<file path="src/rtl/stream_frame_interface.sv">
// rtl/stream_frame_interface.sv - framed command stream parser with core command issue and result FIFO
// Optional feature: define STREAM_FRAME_LEN_CHECK_EN to build the output-length checker driving len_err.
module stream_frame_interface #(
  parameter int DATA_WIDTH = 32,
  parameter int OP_WIDTH   = 4,
  parameter int DEPTH      = 8
) (
  input  logic                  clk,
  input  logic                  clear,
  input  logic [DATA_WIDTH-1:0] in_data,
  input  logic                  in_valid,
  output logic                  in_ready,
  output logic [OP_WIDTH-1:0]   cmd_op,
  output logic [DATA_WIDTH-1:0] cmd_data,
  output logic                  cmd_valid,
  input  logic                  cmd_ready,
  input  logic [DATA_WIDTH-1:0] res_data,
  input  logic                  res_valid,
  output logic                  res_ready,
  output logic [DATA_WIDTH-1:0] data_out,
  output logic                  y_valid,
  input  logic                  out_ready,
  output logic [DATA_WIDTH-1:0] out_count,
  output logic                  out_count_valid,
  output logic                  len_err
);

  localparam int AW = $clog2(DEPTH);
  localparam logic [AW:0]         FULL_CNT = (AW+1)'(DEPTH);
  localparam logic [DATA_WIDTH-1:0] ONE    = DATA_WIDTH'(1);

  typedef enum logic [2:0] {HDR, LEN, OP, DATA, ISSUE} state_t;

  state_t                state, state_nxt;
  logic [DATA_WIDTH-1:0] counter;
  logic [OP_WIDTH-1:0]   op_reg;
  logic                  accept;
  logic                  len_accept;
  logic                  issue_fire;

  assign accept     = in_valid && in_ready;
  assign len_accept = accept && (state == LEN);
  assign issue_fire = cmd_valid && cmd_ready;

  // State register
  always_ff @(posedge clk) begin
    if (clear) state <= HDR;
    else       state <= state_nxt;
  end

  // Next-state and input handshake; a zero record count is swallowed in HDR
  always_comb begin
    state_nxt = state;
    in_ready  = 1'b1;
    case (state)
      HDR:   if (accept && (in_data != '0)) state_nxt = LEN;
      LEN:   if (accept) state_nxt = OP;
      OP:    if (accept) state_nxt = DATA;
      DATA:  if (accept) state_nxt = ISSUE;
      ISSUE: begin
        in_ready = 1'b0;
        if (issue_fire) state_nxt = (counter == ONE) ? HDR : OP;
      end
      default: state_nxt = HDR;
    endcase
  end

  // Frame datapath: record counter, expected length, opcode latch and command registers
  always_ff @(posedge clk) begin
    if (clear) begin
      counter         <= '0;
      op_reg          <= '0;
      cmd_op          <= '0;
      cmd_data        <= '0;
      cmd_valid       <= 1'b0;
      out_count       <= '0;
      out_count_valid <= 1'b0;
    end else begin
      out_count_valid <= 1'b0;
      case (state)
        HDR: if (accept) counter <= in_data;
        LEN: if (accept) begin
          out_count       <= in_data;
          out_count_valid <= 1'b1;
        end
        OP: if (accept) op_reg <= in_data[OP_WIDTH-1:0];
        DATA: if (accept) begin
          cmd_data  <= in_data;
          cmd_op    <= op_reg;
          cmd_valid <= 1'b1;
        end
        ISSUE: if (issue_fire) begin
          cmd_valid <= 1'b0;
          counter   <= counter - ONE;
        end
        default: ;
      endcase
    end
  end

  logic [DATA_WIDTH-1:0] mem [DEPTH];
  logic [AW-1:0]         wr_ptr, rd_ptr;
  logic [AW:0]           count;
  logic                  full, empty, push, pop;

  assign full      = (count == FULL_CNT);
  assign empty     = (count == '0);
  assign res_ready = !full;
  assign y_valid   = !empty;
  assign push      = res_valid && res_ready;
  assign pop       = y_valid && out_ready;
  // Stale entries stay in memory after clear, so mask the head while empty
  assign data_out  = empty ? '0 : mem[rd_ptr];

  // Result storage; contents need no reset because occupancy gates visibility
  always_ff @(posedge clk) begin
    if (push) mem[wr_ptr] <= res_data;
  end

  // FIFO pointers and occupancy
  always_ff @(posedge clk) begin
    if (clear) begin
      wr_ptr <= '0;
      rd_ptr <= '0;
      count  <= '0;
    end else begin
      if (push) wr_ptr <= wr_ptr + 1'b1;
      if (pop)  rd_ptr <= rd_ptr + 1'b1;
      case ({push, pop})
        2'b10:   count <= count + 1'b1;
        2'b01:   count <= count - 1'b1;
        default: count <= count;
      endcase
    end
  end

`ifdef STREAM_FRAME_LEN_CHECK_EN
  logic [DATA_WIDTH-1:0] pop_cnt;
  logic                  len_err_q;

  // Count words popped since the last L and flag over- or under-length frames
  always_ff @(posedge clk) begin
    if (clear) begin
      pop_cnt   <= '0;
      len_err_q <= 1'b0;
    end else begin
      if (len_accept)  pop_cnt <= '0;
      else if (pop)    pop_cnt <= pop_cnt + ONE;
      if ((pop && (pop_cnt == out_count)) || (len_accept && (pop_cnt < out_count)))
        len_err_q <= 1'b1;
    end
  end

  assign len_err = len_err_q;
`else
  assign len_err = 1'b0;
`endif

endmodule

</file>
<file path="config.mk">
export PLATFORM = sky130hd
export DESIGN_NAME = stream_frame_interface
export DESIGN_NICKNAME = d
export VERILOG_FILES = /design/src/rtl/stream_frame_interface.sv
export SDC_FILE = /design/constraint.sdc
export NUM_CORES = 1
export LEC_CHECK = 0
export ABC_CLOCK_PERIOD_IN_PS = 5500
export BUFFER_PORTS_ARGS = -buffer_cell sky130_fd_sc_hd__buf_2
export CAP_MARGIN = 20
export CORE_UTILIZATION = 40
export DETAILED_ROUTE_END_ITERATION = 8
export SLEW_MARGIN = 0
export SYNTH_ARGS = -nofsm -noshare
export SYNTH_HDL_FRONTEND = slang
export SYNTH_SLANG_ARGS = --single-unit
</file>
<file path="constraint.sdc">
create_clock -name clk -period 5.5 [get_ports clk]
set_input_delay 1.1 -clock clk [delete_from_list [all_inputs] [get_ports clk]]
set_output_delay 1.1 -clock clk [all_outputs]
set_load 0.01 [all_outputs]
</file>
==> results.sh <==
export IMPL_drt_first_pass_iters=5
export IMPL_synth_main_ff_cell="edfxtp_1"
export IMPL_maxSlewHeadroom=0.318
export IMPL_cpMaxStageDelayCell="dfxtp_4"
export IMPL_grt_overflow=0
export IMPL_total_power_mw=7.33
export IMPL_largest_reg_flops=256
export IMPL_path_clk_slew_ns=0.05
export IMPL_fin_skew_ns=0.0140
export IMPL_peakVddDrop_mv=0.212
export IMPL_wirelength_um=37100
export IMPL_worst_ep_arrival_time_ns=2.80
export IMPL_clock_latency_ns=0.54
export IMPL_leakagePower_nw=6.22
export IMPL_final_cell_mix="edfxtp_1 (256), buf_2 (173), nand2_1 (172)"
export IMPL_antenna_found_initial=2
export IMPL_drv_slew=0
export IMPL_synth_edff_count=256
export IMPL_cts_tree="done"
export IMPL_grt_total_usage=0.195
export IMPL_slowest_delay_ns=0.69
export IMPL_drv_cap=0
export IMPL_wl_per_cell_um=20.2
export IMPL_vias_per_cell=5.40
export IMPL_worst_pin_slew_ns=1.02
export IMPL_io_pins=176
export IMPL_place_hpwl_um=22600
export IMPL_finalCriticalPeriod_ns=3.90
export IMPL_period_share=0.710
export IMPL_crit_family="buffers and inverters"
export IMPL_die_y_um=197
export IMPL_worst_path_buf_inv=3
export IMPL_post_place_ws_ns=1.88
export IMPL_synth_area_per_cell_sq_um=13.5
export IMPL_min_path_type="flip-flop to flip-flop"
export IMPL_root_buffer="clkbuf_16"
export IMPL_ant_nets=0
export IMPL_fmax_mhz=256
export IMPL_die_w_um=197
export IMPL_synthCells=1127
export IMPL_cts_max_path_buffers=3
export IMPL_grt_max_degree=78
export IMPL_p_per_area_mw_per_mm2=407
export IMPL_synth_area_top_cells="edfxtp_1 (51%), dfxtp_1 (16%), mux4_2 (9.5%), nand2_1 (4.3%), a21oi_1 (3.5%)"
export IMPL_crit_chain="buf_12, buf_4, mux4_2, mux2i_1, nor2_1, buf_2"
export IMPL_hold_viol=0
export IMPL_status="completed"
export IMPL_gp_congestion=0.812
export IMPL_synth_warnings=0
export IMPL_post_cts_buffers=0
export IMPL_worstPathRequired_ns=4.40
export IMPL_synth_area_sq_mm=0.0152
export IMPL_drive_gt1_frac=0.263
export IMPL_rsz0062_at_grt="false"
export IMPL_drcViolationCount=0
export IMPL_core_area_sq_mm=0.0370
export IMPL_final_nets=1374
export IMPL_syn_num_nets=1205
export IMPL_tns_ns=0
export IMPL_yosys_cell_types_count=60
export IMPL_startpoint_type="flip-flop"
export IMPL_multiInputGateArea_sq_mm=0.00477
export IMPL_clock_sinks=378
export IMPL_ff_latch_area_sq_mm=0.0101
export IMPL_hold_ws_ns=0.451
export IMPL_largest_register="mem"
export IMPL_timing_final_ws_setup_ns=1.60
export IMPL_area_growth_synth_to_final_pct=18.7
export IMPL_num_vias=9898
export IMPL_cts_resized=0
export IMPL_numCtsBuffers=42
export IMPL_grt_pass1_wl_um=57500
export IMPL_ys_ff_latch=378
export IMPL_io_buffers=174
export IMPL_cts_hold_buffers=0
export IMPL_netlist_area_leader_share=0.507
export IMPL_synth_seq_area_share=0.668
export IMPL_setup_viol=0
export IMPL_grt_pass1_vias=9893
export IMPL_worstSetupPathType="flip-flop to output port"
export IMPL_drt_iter0_markers=688
export IMPL_fillCellCount=3324
export IMPL_mostFrequentLayoutCell="edfxtp_1"
export IMPL_htree_levels=2
export IMPL_critPathCaptureType="output port"
export IMPL_dieArea_sq_mm=0.0387
export IMPL_path_max_fanout=27
export IMPL_synth_async_sr_flop_share=0
export IMPL_rows=70
export IMPL_start_util=0.410
export IMPL_synth_top_cell_by_area="edfxtp_1"
-- power breakdown --
group / internal (mW) / leakage (nW) / switching [mW]
clock network: 1.65 / 0.672 / 1.09
registers: 3.19 / 3.32 / 0.121
logic: 0.537 / 2.23 / 0.747
-- Yosys cell counts, types with 4 or more instances --
library cell,instances
a211oi_1,4
mux4_2,64
nand3_1,10
nor3b_1,4
inv_1,9
nand2_1,172
a31oi_1,10
nor2_1,86
nand3b_1,4
xor2_1,5
dfxtp_1,122
a22oi_1,8
or4_1,7
or3_1,4
a21o_1,4
o21ai_0,35
edfxtp_1,256
a21oi_1,106
nor4_1,18
mux2i_1,37
nor3_1,19
nand2b_1,5
clkbuf_1,55
buf_1,10
nand4_1,6
and2_1,7
ha_1,7
-- logic make-up after synthesis --
group,count (synthesis),synth area share
flops,378,0.668
simple gates,358,0.107
compound gates,193,0.0728
mux,101,0.119
buf+inv,81,0.0211
fa+ha+maj,8,0.00710
xor+xnor,7,0.00404
other cells,1,0.000247
-- worst register-to-register path, delay by kind of cell, from the launching register on --
family	cells	cell delay [ns]
buffers and inverters	2	0.58
DFF	1	0.36
adders and majority gates	2	0.56
and+or+nand+nor	3	0.87
AOI/OAI and AO/OA	3	0.46
xor gates and xnor gates	1	0.09
-- layer usage --
layer,up-vias,track usage,part of all wire
met3,57,0.0505,0.076
met5,-,0,0.00027
met1,4928,0.259,0.43
met4,2,0.0583,0.021
met2,337,0.313,0.48
li1,4574,-,-
-- final timing paths --
path	endpoint	cells after the start	start	slack, ns
setup / recovery	data_out[18]	6	flip-flop	1.60
hold / removal	cmd_op[3]$_SDFFE_PP0P_	2	cmd_op[3]$_SDFFE_PP0P_	0.45
setup reg to reg	count[3]$_SDFFE_PP0P_	11	count[0]$_SDFFE_PP0P_	2.50
hold reg to reg	cmd_op[3]$_SDFFE_PP0P_	2	cmd_op[3]$_SDFFE_PP0P_	0.45
-- area by class of cell --
| type | instances | area share |
|---|---|---|
| timing repair buffer | 196 | 0.0584 |
| sequential | 378 | 0.563 |
| clock inverter | 14 | 0.00702 |
| antenna | 1 | 0.000139 |
| inverter | 10 | 0.00209 |
| tap | 504 | 0.0350 |
| multi-input combinational | 668 | 0.265 |
| clock buffer | 63 | 0.0686 |
-- stage by stage --
stage          cell area [sq um]  instances  utilization
2_1_floorplan              15200       1127            -
3_3_place_gp               16600       1755        0.449
3_5_place_dp               16600       1755        0.449
4_1_cts                    18000       1832        0.486
5_1_grt                    18000       1833        0.487
6_report                   18000       1834        0.487
(Power assumes the default switching activity.)
